`src/rtl/inst_encoder_loader_pkg.sv`:
```
`default_nettype none
// ---------------------------------------------------------------------------
// inst_encoder_loader_pkg : tuple kinds, MIPS opcodes and FSM states
// Revision: 1.0
// ---------------------------------------------------------------------------
package inst_encoder_loader_pkg;

  localparam int WORD = 32;

  typedef enum logic [2:0] {
    KIND_R    = 3'd0,
    KIND_BEQ  = 3'd1,
    KIND_BNE  = 3'd2,
    KIND_ADDI = 3'd3,
    KIND_LW   = 3'd4,
    KIND_SW   = 3'd5,
    KIND_J    = 3'd6,
    KIND_ILL  = 3'd7
  } kind_e;

  localparam logic [5:0] OP_R    = 6'h00;
  localparam logic [5:0] OP_J    = 6'h02;
  localparam logic [5:0] OP_BEQ  = 6'h04;
  localparam logic [5:0] OP_BNE  = 6'h05;
  localparam logic [5:0] OP_ADDI = 6'h08;
  localparam logic [5:0] OP_LW   = 6'h23;
  localparam logic [5:0] OP_SW   = 6'h2B;

  typedef enum logic [1:0] {
    S_IDLE  = 2'd0,
    S_LOAD  = 2'd1,
    S_FLUSH = 2'd2,
    S_DONE  = 2'd3
  } state_e;

  function automatic logic [WORD-1:0] i_type(input logic [5:0] op, input logic [4:0] rs,
                                             input logic [4:0] rt, input logic [15:0] imm);
    return {op, rs, rt, imm};
  endfunction

endpackage
`default_nettype wire

```
`src/rtl/inst_encoder_loader_pack.sv`:
```
`default_nettype none
// ---------------------------------------------------------------------------
// inst_pack : combinational field-tuple to 32-bit MIPS word encoder
// Revision: 1.0
// ---------------------------------------------------------------------------
module inst_pack
  import inst_encoder_loader_pkg::*;
(
  input  logic [2:0]      kind,
  input  logic [4:0]      rs,
  input  logic [4:0]      rt,
  input  logic [4:0]      rd,
  input  logic [5:0]      func,
  input  logic [15:0]     imm,
  input  logic [25:0]     target,
  output logic [WORD-1:0] word,
  output logic            illegal
);

  always_comb begin
    word    = '0;
    illegal = 1'b0;
    case (kind_e'(kind))
      KIND_R:    word = {OP_R, rs, rt, rd, 5'b0, func};
      KIND_BEQ:  word = i_type(OP_BEQ, rs, rt, imm);
      KIND_BNE:  word = i_type(OP_BNE, rs, rt, imm);
      KIND_ADDI: word = i_type(OP_ADDI, rs, rt, imm);
      KIND_LW:   word = i_type(OP_LW, rs, rt, imm);
      KIND_SW:   word = i_type(OP_SW, rs, rt, imm);
      KIND_J:    word = {OP_J, target};
      default:   illegal = 1'b1; // encodes as a nop
    endcase
  end

endmodule
`default_nettype wire

```
`src/rtl/inst_encoder_loader.sv`:
```
`default_nettype none
// ---------------------------------------------------------------------------
// inst_encoder_loader : encodes field tuples and streams them into imem
// Revision: 1.0
// ---------------------------------------------------------------------------
module inst_encoder_loader
  import inst_encoder_loader_pkg::*;
#(
  parameter int AW   = 8,
  parameter int BASE = 0
) (
  input  logic            clk,
  input  logic            rst,
  input  logic            start,
  input  logic [AW:0]     count,
  input  logic            in_valid,
  output logic            in_ready,
  input  logic [2:0]      kind,
  input  logic [4:0]      rs,
  input  logic [4:0]      rt,
  input  logic [4:0]      rd,
  input  logic [5:0]      func,
  input  logic [15:0]     imm,
  input  logic [25:0]     target,
  output logic            imem_we,
  output logic [AW-1:0]   imem_addr,
  output logic [WORD-1:0] imem_wdata,
  output logic            cpu_hold,
  output logic            busy,
  output logic            done,
  output logic            err
);

  state_e          state;
  logic [AW:0]     remaining;
  logic [AW-1:0]   addr_cnt;
  logic [WORD-1:0] word;
  logic            illegal;
  logic            xfer;

  inst_pack u_pack (
    .kind    (kind),
    .rs      (rs),
    .rt      (rt),
    .rd      (rd),
    .func    (func),
    .imm     (imm),
    .target  (target),
    .word    (word),
    .illegal (illegal)
  );

  assign in_ready = (state == S_LOAD) && (remaining != '0);
  assign xfer     = in_valid && in_ready;

  always_ff @(posedge clk or posedge rst) begin
    if (rst) begin
      state      <= S_IDLE;
      remaining  <= '0;
      addr_cnt   <= AW'(BASE);
      imem_we    <= 1'b0;
      imem_addr  <= '0;
      imem_wdata <= '0;
      cpu_hold   <= 1'b0;
      busy       <= 1'b0;
      done       <= 1'b0;
      err        <= 1'b0;
    end else begin
      imem_we <= 1'b0;
      done    <= 1'b0;
      case (state)
        S_IDLE: begin
          if (start) begin
            err      <= 1'b0;
            addr_cnt <= AW'(BASE);
            if (count != '0) begin
              remaining <= count;
              cpu_hold  <= 1'b1;
              busy      <= 1'b1;
              state     <= S_LOAD;
            end else begin
              done  <= 1'b1;
              state <= S_DONE;
            end
          end
        end
        S_LOAD: begin
          if (xfer) begin
            imem_we    <= 1'b1;
            imem_addr  <= addr_cnt;
            imem_wdata <= word;
            addr_cnt   <= addr_cnt + 1'b1;
            remaining  <= remaining - 1'b1;
            if (illegal) err <= 1'b1;
            if (remaining == (AW+1)'(1)) state <= S_FLUSH;
          end
        end
        S_FLUSH: begin
          // the last word is on the write port this cycle
          busy  <= 1'b0;
          done  <= 1'b1;
          state <= S_DONE;
        end
        S_DONE: begin
          cpu_hold <= 1'b0;
          state    <= S_IDLE;
        end
        default: state <= S_IDLE;
      endcase
    end
  end

endmodule
`default_nettype wire

```
`config.mk`:
```
export PLATFORM = sky130hd
export DESIGN_NAME = inst_encoder_loader
export DESIGN_NICKNAME = d
export VERILOG_FILES = /design/src/rtl/inst_encoder_loader_pkg.sv /design/src/rtl/inst_encoder_loader_pack.sv /design/src/rtl/inst_encoder_loader.sv
export SDC_FILE = /design/constraint.sdc
export NUM_CORES = 1
export LEC_CHECK = 0
export CAP_MARGIN = 15
export CELL_PAD_IN_SITES_DETAIL_PLACEMENT = 1
export CELL_PAD_IN_SITES_GLOBAL_PLACEMENT = 2
export CORE_MARGIN = 1.5
export CORE_UTILIZATION = 28
export CTS_CLUSTER_SIZE = 24
export DETAILED_ROUTE_END_ITERATION = 7
export GPL_TIMING_DRIVEN = 0
export PLACE_DENSITY_LB_ADDON = 0.1
export SETUP_SLACK_MARGIN = 0.2
export SLEW_MARGIN = 20
export SYNTH_ARGS = -nofsm -noshare
export SYNTH_HDL_FRONTEND = slang
export SYNTH_SLANG_ARGS = --single-unit
```
`constraint.sdc`:
```
create_clock -name clk -period 4.97 [get_ports clk]
set_input_delay 0.497 -clock clk [delete_from_list [all_inputs] [get_ports clk]]
set_output_delay 0.497 -clock clk [all_outputs]
set_load 0.01 [all_outputs]
```
======== After elaboration in Yosys (flattened, before gate mapping) ========
Index checks and enable logic that the tools add are counted.
operators by class
  $add $sub $neg .......................... 2
  eq/ne operators ......................... 15
  muxes and demuxes ....................... 26
  reductions and logical operators ........ 17
operator list
  kind                                                 number
  case mux 32 bit (7 select lines)                     1
  two-way mux 9 bit                                    3
  case mux 9 bit (2 select lines)                      1
  nonzero test 9 bit                                   2
  two-way mux 8 bit                                    2
  case mux 8 bit (2 select lines)                      1
  AND reduction 3 bit                                  4
  equality test 3 bit, second input constant           3
  equality test 9 x 1 -> 1 bit, second input constant  1
  two-way mux 1 bit                                    9
  subtractor 9 x 1 -> 9 bit, second input constant     1
  adder 8 x 1 -> 8 bit, second input constant          1
  two-way mux 2 bit                                    4
  != test 2 bit, second input constant                 4
  case mux 1 bit (2 select lines)                      4
  case mux 2 bit (4 select lines)                      1
  AND reduction 4 bit                                  2
  OR reduction 7 bit                                   1
  equality test 3 x 2 -> 1 bit, second input constant  2
  nonzero test 2 bit                                   3
  equality test 2 bit, second input constant           2
  equality test 3 x 1 -> 1 bit, second input constant  1
  logical NOT 3 bit                                    1
  equality test 2 x 1 -> 1 bit, second input constant  1
  4 further kinds                                      5
storage, ports and cells
  register bits ........................... 64
  input bits .............................. 79
  output and inout port bits .............. 46
  word-level logic and storage cells ...... 70

======== Depth between registers and ports, before layout ========
  depth in word-level cells ............... 5
  gate-level depth with buffers ........... 9
  mapped depth without buffers ............ 7

======== Hierarchy ========
A second synthesis with hierarchy kept.
second synthesis, totals
  cell total of the unflattened synthesis .. 449
  area, all modules ....................... 3772.4 um2
modules (own cells, without submodules)
  module               instances  cells an instance  area an instance (um2)  sequential area each (um2)
  inst_encoder_loader  1          329                3026.7                  1601.5
  inst_pack            1          120                745.7                   0.0

======== Worst setup path before layout ========
No wires, ideal clock.
  kind .................................... reg2reg
  start ................................... register state[1]
  end ..................................... register addr_cnt[2]
  library setup time ...................... 0.121 ns
  arrival ................................. 1.721 ns
  required time ........................... 4.849 ns
  slack ................................... 3.128 ns
  cell stages (with the launch flop) ...... 9
  buffers on the path ..................... 2
  period minus slack after synthesis ...... 1.842 ns
  path through ............................ dfrtp_1 inv_1 ha_1 clkinv_1 and3_1 clkbuf_1 clkbuf_1 o22ai_1 a22o_1
between the ends
  word-level cells in the longest chain between the ends .. 5
  elaborated cells between the ends (all ways) .. 9
  classes of those cells .................. eq/ne (3); mux (1); reduce/logical (5)
RTL lines
  what                                  line                                                  RTL
  start: declaration                    inst_encoder_loader.sv:34                             state_e state;
  start signal: assignment              inst_encoder_loader.sv:58                             state <= S_IDLE;
  start signal: assignment              inst_encoder_loader.sv:80                             state <= S_LOAD;
  start signal: assignment              inst_encoder_loader.sv:83                             state <= S_DONE;
  equality test 2 x 1 -> 1 bit          inst_encoder_loader.sv:53, inst_encoder_loader.sv:71
  logical AND 1 bit                     inst_encoder_loader.sv:53                             assign in_ready = (state == S_LOAD) && (remaining != '0);
  logical AND 1 bit                     inst_encoder_loader.sv:54                             assign xfer = in_valid && in_ready;
  != test 2 bit (no source line)        -
  AND reduction 3 bit (no source line)  -
  end signal: assignment                inst_encoder_loader.sv:60                             addr_cnt <= AW'(BASE);
  end signal: assignment                inst_encoder_loader.sv:75                             addr_cnt <= AW'(BASE);
  end signal: assignment                inst_encoder_loader.sv:92                             addr_cnt <= addr_cnt + 1'b1;
  end: declaration                      inst_encoder_loader.sv:36                             logic [AW-1:0] addr_cnt;
Parallel ways exist; a longest one is shown, timed or not.
A chain may end at the register's enable or synchronous reset.

======== Worst setup path after layout ========
  start ................................... register state[1]
  end ..................................... output port in_ready
between the ends
  word-level cells in the longest chain between the ends .. 2
RTL lines
  what                          line                       RTL
  equality test 2 x 1 -> 1 bit  inst_encoder_loader.sv:53
  logical AND 1 bit             inst_encoder_loader.sv:53
  end: declaration              inst_encoder_loader.sv:17  output logic in_ready,
No other way between the ends.

==> out/metrics.yaml <==
outcome: "finished clean"
n_antenna_cell: 0
grt_pass1_vias: 3698
drive_above_1_share_pct: 9.452
ys_types: 51
synth_nets: 479
cts.sinks: 63
fin_skew_ns: 0.005866
synth_flop_cell: "dfrtp_1"
vias_per_cell: 5.043
min_delay_path_depth: 2
critPathKind: "reg -> out"
hpwl_um: 8936
ctsHoldBuffers: 0
synth_edf_count: 0
r2r_start: "state[1]$_DFFE_PP0P_"
min_period_ns: 2.955
powerDensity_nw_per_um2: 487.0
crit_fanout: 10
final_cells: 697
syn_inst: 392
globalplace.congestion: 0.7723
port_buffers: 121
internal-power_mw: 1.641
die_h_um: 115.7
reg2regPathDepth: 8
r2r-end: "remaining[0]$_DFFE_PP0P_"
grt_use_total_pct: 18.84
avgRoutedWirePerCell_um: 17.32
cp.required_ns: 4.47
core_um2: 12210
synth_seq_cells: 63
start_util_pct: 29.12
die-area_um2: 13380
yosysSeqAreaShare_pct: 44.33
dpl.cell_count: 682
async_reset_ff_share_pct: 100.0
whs_ns: 0.4760
synth_fa_ha_area_share_pct: 2.815
fp.dieW_um: 115.7
grt_max_degree: 41
final-max-slew-violation-count: 0
wl_um: 12070
ir_worst_vdd_mv: 0.1955
synth_top_family_by_area: "compound AO/OA/AOI/OAI gates"
fmax_ghz: 0.3384
fin_tns_setup_ns: 0
regToRegSetupSlack_ns: 2.59
cts_buffers: 9
ant_nets: 0
p_comb_share_pct: 43.0
avgSynthCellArea_um2: 9.071
maxSlewHeadroom_pct: 59.41
cp-start-kind: "register"
htreeDepth: 3
areaGrowthSynthToFinish_pct: 48.80
synthSimpleGateAreaFrac_pct: 19.46
setup_viol: 0
clkPwrFrac_pct: 23.4
arrival_ns: 2.46
holdPathEnd: "imem_wdata[28]$_DFFE_PP0P_"
yosys_warnings: 0
row_count: 40
route.vias.total: 3515
tightest_slew_ns: 0.6088
firstDrtPassIters: 4
clockBufferDepth: 2
grt_pass1_wl_um: 19300
period_share_pct: 59.46
grt_setup_unrepaired: "no"
clockRootBuffer: "clkbuf_16"
fin_nets: 612
synthMuxAreaShare_pct: 3.730
p_sw_mw: 0.9359
post-route-drc-count: 0
synth_compound_area_share_pct: 23.15
p_leak_nw: 2.190
cts_tree: "built"
cts.clk_slew.worst_paths_ns: 0.05
synth-xor-area-share_pct: 0.4926
boundaryPins: 125
worstSkewPairLatency_ns: 0.33
antenna_found_initial: 0
swShare_pct: 36.31
fillers: 1466
hold_start: "imem_wdata[28]$_DFFE_PP0P_"
synthesis.area_um2: 3556
cap_violations: 0
drt-initial-drc-count: 132
hold_viol_final: 0
grt_overflow: 0
hold_path_class: "reg -> reg"
pwr-share-seq_pct: 33.6
postCtsSetupBuffers: 0
endpoint_kind: "output pin"
post_cts_resized: 0
==> kinds of logic after synthesis <==
logic type,count (synthesis)
simple gates,137
flops,63
fa+ha+maj,8
buf+inv,47
compound gates,122
xor+xnor,2
other cells,1
mux,12
==> area by class of cell <==
class / count / area [µm²] / share of cell area (%)
Buffer: 30 / 146.4 / 2.767
Inverter: 17 / 66.31 / 1.253
Clock inverter: 3 / 17.52 / 0.3310
Sequential cell: 63 / 1577 / 29.79
Timing Repair Buffer: 122 / 1239 / 23.41
Tap cell: 168 / 210.2 / 3.973
Multi-Input combinational cell: 282 / 1769 / 33.44
Clock buffer: 12 / 266.5 / 5.037
==> routing by layer <==
layer	GRT usage, %	up-vias	part of all wire, %
met5	0	-	0
met4	6.911	0	1.4
met3	5.282	11	6.3
met2	30.22	97	47
met1	24.35	1719	45
li1	-	1688	-
==> layout by cell type, fill, tap and decap left out, types with 2 or more instances in the layout <==
cell / count
a21o_1: 2
a21oi_1: 23
a221oi_1: 11
a22o_1: 12
a31oi_1: 4
a32oi_1: 2
and3_1: 4
buf_2: 9
buf_4: 4
clkbuf_1: 16
clkbuf_16: 9
clkbuf_8: 3
clkdlybuf4s50_1: 121
clkinv_1: 2
clkinv_2: 2
dfrtp_1: 63
ha_1: 8
inv_1: 13
mux2_2: 10
mux2i_1: 2
nand2_1: 63
nand2b_1: 2
nand3_1: 7
nor2_1: 20
nor2b_1: 3
nor3_1: 8
nor3b_1: 15
nor4_1: 3
o211ai_1: 3
o21ai_0: 34
o221ai_1: 6
o22ai_1: 3
o2bb2ai_1: 5
o31ai_1: 11
o32a_1: 2
or4_1: 2
==> registers in the layout, summed over array words and instances, names as in the netlist <==
register,flops
imem_wdata,31
remaining,9
addr_cnt,8
imem_addr,8
state,2
busy,1
cpu_hold,1
done,1
err,1
imem_we,1
==> worst max path at each step <==
stage	start	end	slack, ns	depth (start not counted)
floorplan	rst	addr_cnt[0]$_DFFE_PP0P_	2.90	1
global placement	rst	imem_wdata[2]$_DFFE_PP0P_	1.46	2
detailed placement	state[1]$_DFFE_PP0P_	in_ready	2.37	6
CTS	state[1]$_DFFE_PP0P_	in_ready	2.00	6
global route	state[1]$_DFFE_PP0P_	in_ready	1.79	6
finish	state[1]$_DFFE_PP0P_	in_ready	2.01	6
==> worst max-delay path: stages (launching register included) <==
cell	delay, ns
dfrtp_1	0.42
inv_1	0.10
ha_1	0.19
clkinv_1	0.28
clkbuf_1	0.36
a21oi_1	0.22
clkdlybuf4s50_1	0.56
==> per-stage QoR <==
stage	setup WS [ns]	utilization, %	area (µm²)	power [mW]
CTS	2.001	43.33	5291	2.622
floorplan	2.903	-	3556	1.434
detailed placement	2.369	41.00	5007	1.998
global placement	1.464	40.76	4977	1.967
global route	1.794	43.33	5291	2.788
finish	2.015	43.33	5291	2.577
==> power groups by stage <==
| stage | sequential, mW | combinational [mW] | clock (mW) |
|---|---|---|---|
| 2_1_floorplan | 0.912 | 0.522 | 0 |
| 3_3_place_gp | 0.867 | 1.10 | 0 |
| 3_5_place_dp | 0.874 | 1.12 | 0 |
| 4_1_cts | 0.869 | 1.13 | 0.626 |
| 5_1_grt | 0.897 | 1.25 | 0.646 |
| 6_report | 0.866 | 1.11 | 0.603 |
==> cells in the mapped netlist (all sizes together), types with 10 or more instances <==
| master | n | area (µm²) |
|---|---|---|
| nand2 | 64 | 242.7 |
| dfrtp | 63 | 1577 |
| o21ai | 35 | 178.9 |
| buf | 14 | 86.33 |
| nor3b | 15 | 112.6 |
| a221oi | 11 | 96.34 |
| nor2 | 21 | 81.33 |
| o31ai | 11 | 82.58 |
| inv | 15 | 56.30 |
| a21oi | 23 | 115.1 |
| a22o | 12 | 105.1 |
| mux2 | 10 | 112.6 |
| clkbuf | 16 | 60.06 |
No activity file was read; power rests on OpenSTA's default activity.
==> RTL edit, RTL diff (config.mk and constraints unchanged) <==
Add an input register stage for `target`, cleared by the reset; this delays it by one clock. The other inputs are not delayed to match.
--- a/src/rtl/inst_encoder_loader.sv
+++ b/src/rtl/inst_encoder_loader.sv
@@ -31,6 +31,16 @@
   output logic            err
 );
 
+  logic [25:0] target_q;
+
+  always_ff @(posedge clk or posedge rst) begin
+    if (rst) begin
+      target_q <= '0;
+    end else begin
+      target_q <= target;
+    end
+  end
+
   state_e          state;
   logic [AW:0]     remaining;
   logic [AW-1:0]   addr_cnt;
@@ -45,7 +55,7 @@
     .rd      (rd),
     .func    (func),
     .imm     (imm),
-    .target  (target),
+    .target  (target_q),
     .word    (word),
     .illegal (illegal)
   );
Formal check against the unedited RTL: not equivalent (a bounded check fails within 4 cycles, from zero or initial values and one cycle with rst high).
==> RTL edit against the original RTL <==
  * Sequential power increased by 33%
  * Total power is 19% higher
  * Register-to-register slack worse by 0.08 ns
  * Design area is 12% higher
  * Synthesized area rose by 17%
  * Via count increased by 11%
  * Wire length rose by 13%
  * Worst setup slack gained 0.40 ns
  * Sequential cell count is 26 higher
  * Critical endpoint unchanged
  * Largest cell class is now sequential cells
==> RTL edit: results (changes against the original RTL) <==
sequential share of power = 37.5% (+3.9 points)
worst skew pair latency = 0.35 ns (+0.02 ns)
clock-pin slew on the worst setup and hold paths = 0.07 ns (+0.02 ns)
logic depth of the worst register-to-register path = 9 (+1)
Hold Path End = imem_wdata[27]$_DFFE_PP0P_
global-route wire length before repair = 22,500 um (+17%)
pin count of the biggest net entering global routing = 62 (+51%)
DR vias/cell = 4.88 (-3.2%)
most used standard cells in the synthesized netlist = 110 x nand2_1, 89 x dfrtp_1, 53 x o21ai_0, 48 x a21oi_1, 24 x inv_1
final-layout worst hold slack = 0.472 ns (-0.00372 ns)
CP max FO = 9 (-1)
Worst Max-Slew Pin Slew = 0.560 ns (-0.0485 ns)
maximum number of buffers from clock root to sink = 2 (unchanged)
data arrival time of the critical path = 2.06 ns (-0.40 ns)
Lkg Pwr = 2.51 nW (+15%)
total placed instance area = 0.00564 mm2 (+13%)
Max IR drop VDD = 0.202 mV (+3.1%)
DP Worst Slack = 2.33 ns (-0.0346 ns)
P_clk = 0.698 mW (+16%)
synth top area cells = dfrtp_1 53%, nand2_1 9.9%, o21ai_0 6.4%
met2 GRT Util = 30.7% (+0.51 points)
endpoint of the most critical register-to-register path = remaining[8]$_DFFE_PP0P_
detailed router's first-iteration violation count = 139 (+5.3%)
Synthesized Nets = 561 (+17%)
sequential fraction of the synthesis area = 53.4% (+9.1 points)
post-synthesis cell type count = 47 (-7.8%)
fin cells = 796 (+14%)
met3 routing resource usage after global routing = 4.41% (-0.88 points)
instance count after placement with tap cells included = 780 (+14%)
HPWL after DPL = 9800 um (+9.7%)
routability-driven placement congestion ratio = 0.787 (+1.9%)
outcome = finished clean
ratio of cells with drive above 1 in the final layout = 5.23% (-4.2 points)
vias in the first global route = 4,203 (+14%)
met3 wire length = 651 um (-15%)
Met2 Wirelength = 6670 um (+18%)
source of the worst hold timing path = imem_wdata[27]$_DFFE_PP0P_
skew final = 0.00854 ns (+0.00267 ns)
registers with the most flip-flops = imem_wdata (31), target_q (26), remaining (9)
clock share of power = 22.7% (-0.7 points)
met1 track utilization from global routing = 23.2% (-1.2 points)
Pint = 1.94 mW (+18%)
average cell area after synthesis = 8.79 um2 (-3.1%)
Overall Global Routing Usage = 18.0% (-0.80 points)
flop-to-flop setup slack = 2.51 ns (-0.08 ns)
final routed wirelength across all metal layers = 13,600 um (+13%)
CTS-repair resized insts = 0 (unchanged)
reg2reg start = state[0]$_DFFE_PP0P_
net count reported at finish = 694 (+13%)
sum of routed wire segments on met1 = 6150 um (+12%)
RTL edit: worst max-delay path, cell delays in order (launching register included):
cell and delay, ns:
dfrtp_1 0.41, inv_1 0.09, ha_1 0.22, inv_1 0.19, a31oi_1 0.22, clkdlybuf4s50_1 0.57
RTL edit: layout make-up:
| cell class | count | area [um2] |
|---|---|---|
| flip-flops and latches | 89 | 2230 |
| clock buffers | 9 | 225 |
| fillers | 1723 | 8590 |
| well taps | 184 | 230 |
| multi-input cells | 328 | 1700 |
| inverters | 25 | 98.8 |
| repair buffers | 122 | 1240 |
| plain buffers | 32 | 143 |
| clock inverters | 7 | 80.1 |
RTL edit: kinds of logic (layout without fill, tap and decap cells):
kind of cell,Yosys count,count (layout),share of synthesized area [%]
other,1,1,0.0900
XOR/XNOR,2,2,0.420
adder cells (fa/ha/maj),8,8,2.40
flip-flops,89,89,53.4
AND/OR/NAND/NOR,176,176,19.0
buffers and inverters,57,195,5.67
AO/OA/AOI/OAI,140,140,18.8
multiplexers,1,1,0.240
